[src/rtl/r5p_pkg.sv]
// rtl/r5p_pkg.sv - shared types for the r5p bus arbiter
package r5p_pkg;

    typedef enum logic [1:0] {
        ARB_NONE = 2'd0,
        ARB_IF   = 2'd1,
        ARB_LS   = 2'd2
    } arb_own_t;

endpackage

[src/rtl/r5p_bus_rsp.sv]
// rtl/r5p_bus_rsp.sv - per-requester read-data holder with same-cycle bypass
module r5p_bus_rsp #(
    parameter int DW = 32
) (
    input  logic          clk,
    input  logic          rst,
    input  logic          sel,
    input  logic [DW-1:0] m_rdt,
    output logic [DW-1:0] rdt
);

    logic [DW-1:0] r_hld;

    always_ff @(posedge clk or posedge rst) begin
        if (rst) begin
            r_hld <= '0;
        end else if (sel) begin
            r_hld <= m_rdt;
        end
    end

    // Bypass in the response cycle so data reaches the requester without an extra stage
    assign rdt = sel ? m_rdt : r_hld;

endmodule

[src/rtl/r5p_bus_arb.sv]
// rtl/r5p_bus_arb.sv - IF/LS arbiter sharing one memory port, grant locked across stalls
module r5p_bus_arb
    import r5p_pkg::*;
#(
    parameter int AW = 32,
    parameter int DW = 32,
    parameter int BW = DW/8,
    parameter bit RR = 1'b0
) (
    input  logic          clk,
    input  logic          rst,
    input  logic          if_vld,
    input  logic [AW-1:0] if_adr,
    output logic [DW-1:0] if_rdt,
    output logic          if_rdy,
    input  logic          ls_vld,
    input  logic          ls_wen,
    input  logic [AW-1:0] ls_adr,
    input  logic [BW-1:0] ls_ben,
    input  logic [DW-1:0] ls_wdt,
    output logic [DW-1:0] ls_rdt,
    output logic          ls_rdy,
    output logic          m_vld,
    output logic          m_wen,
    output logic [AW-1:0] m_adr,
    output logic [BW-1:0] m_ben,
    output logic [DW-1:0] m_wdt,
    input  logic [DW-1:0] m_rdt,
    input  logic          m_rdy
);

    logic     r_lck;
    arb_own_t r_lck_own;
    arb_own_t r_rsp_own;
    arb_own_t r_lst;
    arb_own_t w_grant;
    logic     w_hs;

    always_comb begin
        w_grant = ARB_NONE;
        if (r_lck) begin
            w_grant = r_lck_own;
        end else if (if_vld && ls_vld) begin
            // Round-robin hands the tie to whoever was not served last
            w_grant = (RR && (r_lst == ARB_LS)) ? ARB_IF : ARB_LS;
        end else if (if_vld) begin
            w_grant = ARB_IF;
        end else if (ls_vld) begin
            w_grant = ARB_LS;
        end
    end

    always_comb begin
        m_vld = 1'b0;
        m_wen = 1'b0;
        m_adr = '0;
        m_ben = '0;
        m_wdt = '0;
        case (w_grant)
            ARB_IF: begin
                m_vld = if_vld;
                m_adr = if_adr;
                m_ben = '1;
            end
            ARB_LS: begin
                m_vld = ls_vld;
                m_wen = ls_wen;
                m_adr = ls_adr;
                m_ben = ls_ben;
                m_wdt = ls_wdt;
            end
            default: ;
        endcase
    end

    assign if_rdy = (w_grant == ARB_IF) && m_rdy;
    assign ls_rdy = (w_grant == ARB_LS) && m_rdy;
    assign w_hs   = m_vld && m_rdy;

    always_ff @(posedge clk or posedge rst) begin
        if (rst) begin
            r_lck     <= 1'b0;
            r_lck_own <= ARB_NONE;
            r_rsp_own <= ARB_NONE;
            r_lst     <= ARB_LS;
        end else begin
            if (m_vld && !m_rdy) begin
                r_lck     <= 1'b1;
                r_lck_own <= w_grant;
            end else if (w_hs) begin
                r_lck     <= 1'b0;
            end
            if (w_hs) begin
                r_lst <= w_grant;
            end
            // Writes never return data, so only read handshakes claim the next cycle
            r_rsp_own <= (w_hs && !m_wen) ? w_grant : ARB_NONE;
        end
    end

    r5p_bus_rsp #(.DW(DW)) u_if_rsp (
        .clk   (clk),
        .rst   (rst),
        .sel   (r_rsp_own == ARB_IF),
        .m_rdt (m_rdt),
        .rdt   (if_rdt)
    );

    r5p_bus_rsp #(.DW(DW)) u_ls_rsp (
        .clk   (clk),
        .rst   (rst),
        .sel   (r_rsp_own == ARB_LS),
        .m_rdt (m_rdt),
        .rdt   (ls_rdt)
    );

`ifndef SYNTHESIS
    a_if_stable: assert property (@(posedge clk) disable iff (rst)
        (if_vld && !if_rdy) |=> (if_vld && $stable(if_adr)));

    a_ls_stable: assert property (@(posedge clk) disable iff (rst)
        (ls_vld && !ls_rdy) |=> (ls_vld && $stable({ls_wen, ls_adr, ls_ben, ls_wdt})));

    a_rdy_excl: assert property (@(posedge clk) disable iff (rst)
        !(if_rdy && ls_rdy));
`endif

endmodule

[config.mk]
export PLATFORM = sky130hd
export DESIGN_NAME = r5p_bus_arb
export DESIGN_NICKNAME = d
export VERILOG_FILES = /design/src/rtl/r5p_pkg.sv /design/src/rtl/r5p_bus_rsp.sv /design/src/rtl/r5p_bus_arb.sv
export SDC_FILE = /design/constraint.sdc
export NUM_CORES = 1
export LEC_CHECK = 0
export CAP_MARGIN = 15
export CORE_ASPECT_RATIO = 1.75
export CORE_MARGIN = 2
export CORE_UTILIZATION = 30
export DETAILED_ROUTE_END_ITERATION = 8
export GPL_TIMING_DRIVEN = 0
export PLACE_DENSITY = 0.82
export SLEW_MARGIN = 5
export SYNTH_ARGS = -nofsm -noshare
export SYNTH_HDL_FRONTEND = slang
export SYNTH_SLANG_ARGS = --single-unit
[constraint.sdc]
create_clock -name clk -period 2.3 [get_ports clk]
set_input_delay 0.46 -clock clk [delete_from_list [all_inputs] [get_ports clk]]
set_output_delay 0.46 -clock clk [all_outputs]
set_load 0.01 [all_outputs]
==> results.ini <==
[clock_tree]
hold_buffers=0
clk-insertion-delay-late_ns=0.33
h-tree-depth=3
cts_made_buffers=9
cts.path.max_buffers=2
cts_tree=done
cts_sinks=69
path_clk_slew_ns=0.06
root_buffer=clkbuf_16

[timing]
worst_slew_pin_slew_ns=0.8299
maxSlewViolCount=0
finalSetupViolations=67
postLayoutSetupSlackWorst_ns=-0.1626
max_slew_margin=0.4467
max_clock_freq_mhz=406.1
rsz0062_at_grt=true
hold_viol_final=0
finalCritPeriodShare=1.071
final.min_clock_period_ns=2.463
fin_skew_ns=0.005507

[final_layout]
n_antenna_cell=0
area_delta_synth_final_pct=119.8
stdcell_area_um2=7322
num-nets-final=736
instances_no_fill=731
final_core_util=0.6805
fillers=791
drive_gt1_frac=0.5424

[yosys]
synth_top_area_cell=dfrtp_1
ys_seq_area_frac=0.5182
synth_area_leaders=dfrtp_1, mux2_2, a22oi_1
synth_top_cell_area_share=0.5182
synth_edf_count=0
ys_ff_latch=69
syn-cell-area_um2=3332
synth_fp_nets=425
ys_top_cells_by_count=dfrtp_1, mux2_2, nor2_1
ys.flop_type=dfrtp_1
ys_types=22
synth.most_common_cell=dfrtp_1
netlist_instances=285
avgSynthCellArea_um2=11.69
synth-async-reset-ratio=1.000
yosys_warnings=0

[grt]
track_usage=0.2337
top_usage_layer=met2
use_met1=0.2404
grtUsageMet2=0.4282
grt_pass1_wl_um=21590
grt_overflow=0
grt_max_degree=70
grt_antenna_before_repair=0
grt_pass1_vias=3957
use_met3=0.05514

[power_and_ir_drop]
ir_drop_uv=659.0
p_leak_nw=3.346
power.density_nw_per_um2=1210

[placed_design]
dp.final_hpwl_um=10290
dp_cells=688
place_area_um2=6230
pre_cts_ws_ns=-1.348
routabilityCongestion=0.8692
portBuffers=273

[hold_path]
min_path_type=reg -> reg

[routing]
wl_per_cell_um=19.98
ant_nets=0
drt_pass1_iterations=4
drc=0
drt_wl_total_um=14610
drtIter0Drc=54
via_per_inst=4.856
vias=3550

[worst_setup_path]
rr_startpoint=r_lck
crit_path_max_fanout=6
ff2ff_setup_slack_ns=0.30
critPathArrivalTime_ns=2.00
reg2reg_depth=7
worstSetupStartpoint=r_lck
r2r_end=r_lck_own[0]
worst_ep_required_time_ns=1.84
start_kind=register
crit_end=m_ben[3]
endpoint_kind=output pin
critical_path_class=reg -> out

[die]
std_cell_rows=50
io_pins=274
initial_core_util=0.3097
die_w_um=83.67
dieArea_um2=12000
die_h_um=143.4
core_area_um2=10760

[outcome]
violations=setup timing
status=finished with violations

[flow_run]
drv_cap=0

worst min-delay path by stage:
stage	depth (start not counted)	start	end
6_report	1	u_if_rsp.r_hld[5]	u_if_rsp.r_hld[5]
3_3_place_gp	1	u_ls_rsp.r_hld[6]	u_ls_rsp.r_hld[6]
4_1_cts	1	u_ls_rsp.r_hld[6]	u_ls_rsp.r_hld[6]
5_1_grt	1	u_if_rsp.r_hld[9]	u_if_rsp.r_hld[9]
3_5_place_dp	1	u_ls_rsp.r_hld[5]	u_ls_rsp.r_hld[5]
2_1_floorplan	1	r_lck_own[1]	r_lck_own[1]
worst max-delay path: stages (launching register included):
cell and delay [ns]:
dfrtp_1 0.41, mux2_4 0.36, ha_4 0.19, buf_12 0.14, clkbuf_16 0.15, buf_6 0.11, a21oi_4 0.11, nor2_2 0.05
buf_2 0.13
per-stage QoR:
stage | setup TNS, ns | hold WS, ns | power, mW
after global placement | -133.81 | 0.4670 | 6.297
after detailed placement | -76.14 | 0.4783 | 6.406
final | -5.112 | 0.4916 | 8.863
after global routing | -8.260 | 0.5001 | 9.316
after floorplan | 0 | 0.4757 | 3.845
after CTS | -3.100 | 0.4887 | 8.377
state kept, by name, summed over array words and instances, names as in the netlist:
| signal | flops |
|---|---|
| u_if_rsp.r_hld | 32 |
| r_lck_own | 2 |
| u_ls_rsp.r_hld | 32 |
| r_lck | 1 |
| r_rsp_own | 2 |
cell usage in the layout (no fill, tap or decap), types with 5 or more instances in the layout:
| cell type | synthesis | final |
|---|---|---|
| a22oi_2 | 1 | 33 |
| and2_1 | 34 | 8 |
| and2_4 | 0 | 26 |
| buf_12 | 0 | 5 |
| buf_2 | 4 | 45 |
| buf_4 | 4 | 12 |
| buf_6 | 0 | 34 |
| buf_8 | 0 | 10 |
| clkbuf_16 | 0 | 22 |
| clkbuf_2 | 0 | 23 |
| clkbuf_8 | 0 | 5 |
| clkdlybuf4s15_1 | 0 | 5 |
| clkdlybuf4s50_1 | 0 | 136 |
| dfrtp_1 | 69 | 69 |
| dlygate4sd2_1 | 0 | 33 |
| mux2_2 | 61 | 58 |
| mux2_4 | 2 | 7 |
| nor2_1 | 37 | 16 |
| nor2_2 | 0 | 19 |
per-layer routing:
metal | up-vias | part of all wire
li1 | 1611 | -
met1 | 1711 | 0.34
met2 | 186 | 0.56
met3 | 42 | 0.060
met4 | 0 | 0.041
met5 | - | 0
kinds of logic after synthesis:
group | after synthesis | share of synthesized area
AOI/OAI and AO/OA | 39 | 0.08486
adders and majority gates | 2 | 0.007509
buffers and inverters | 28 | 0.03755
DFF | 69 | 0.5182
muxes | 67 | 0.2287
and+or+nand+nor | 80 | 0.1232
where the power goes:
part | total, mW | leakage (nW) | switching (mW) | internal, mW
registers | 1.92 | 0.843 | 0.156 | 1.76
logic | 5.56 | 2.36 | 2.47 | 3.09
clock network | 1.38 | 0.146 | 0.538 | 0.844
total | 8.86 | 3.35 | 3.17 | 5.70
area by class of cell:
class | instances | area [um2] | share of cell area
Clock buffer | 9 | 225.2 | 0.03076
Clock inverter | 7 | 73.82 | 0.01008
Buffer | 23 | 447.9 | 0.06118
Inverter | 4 | 20.02 | 0.002734
Tap cell | 130 | 162.7 | 0.02221
Timing Repair Buffer | 301 | 2783 | 0.3800
Multi-Input combinational cell | 188 | 1883 | 0.2572
Sequential cell | 69 | 1727 | 0.2358
timing repair:
item                       CTS  global route
setup buffers               10             5
resized for setup          523           126
setup endpoints to repair  136           103
pin swaps                   12            11
gates cloned                 8             5
(Power assumes the default switching activity.)
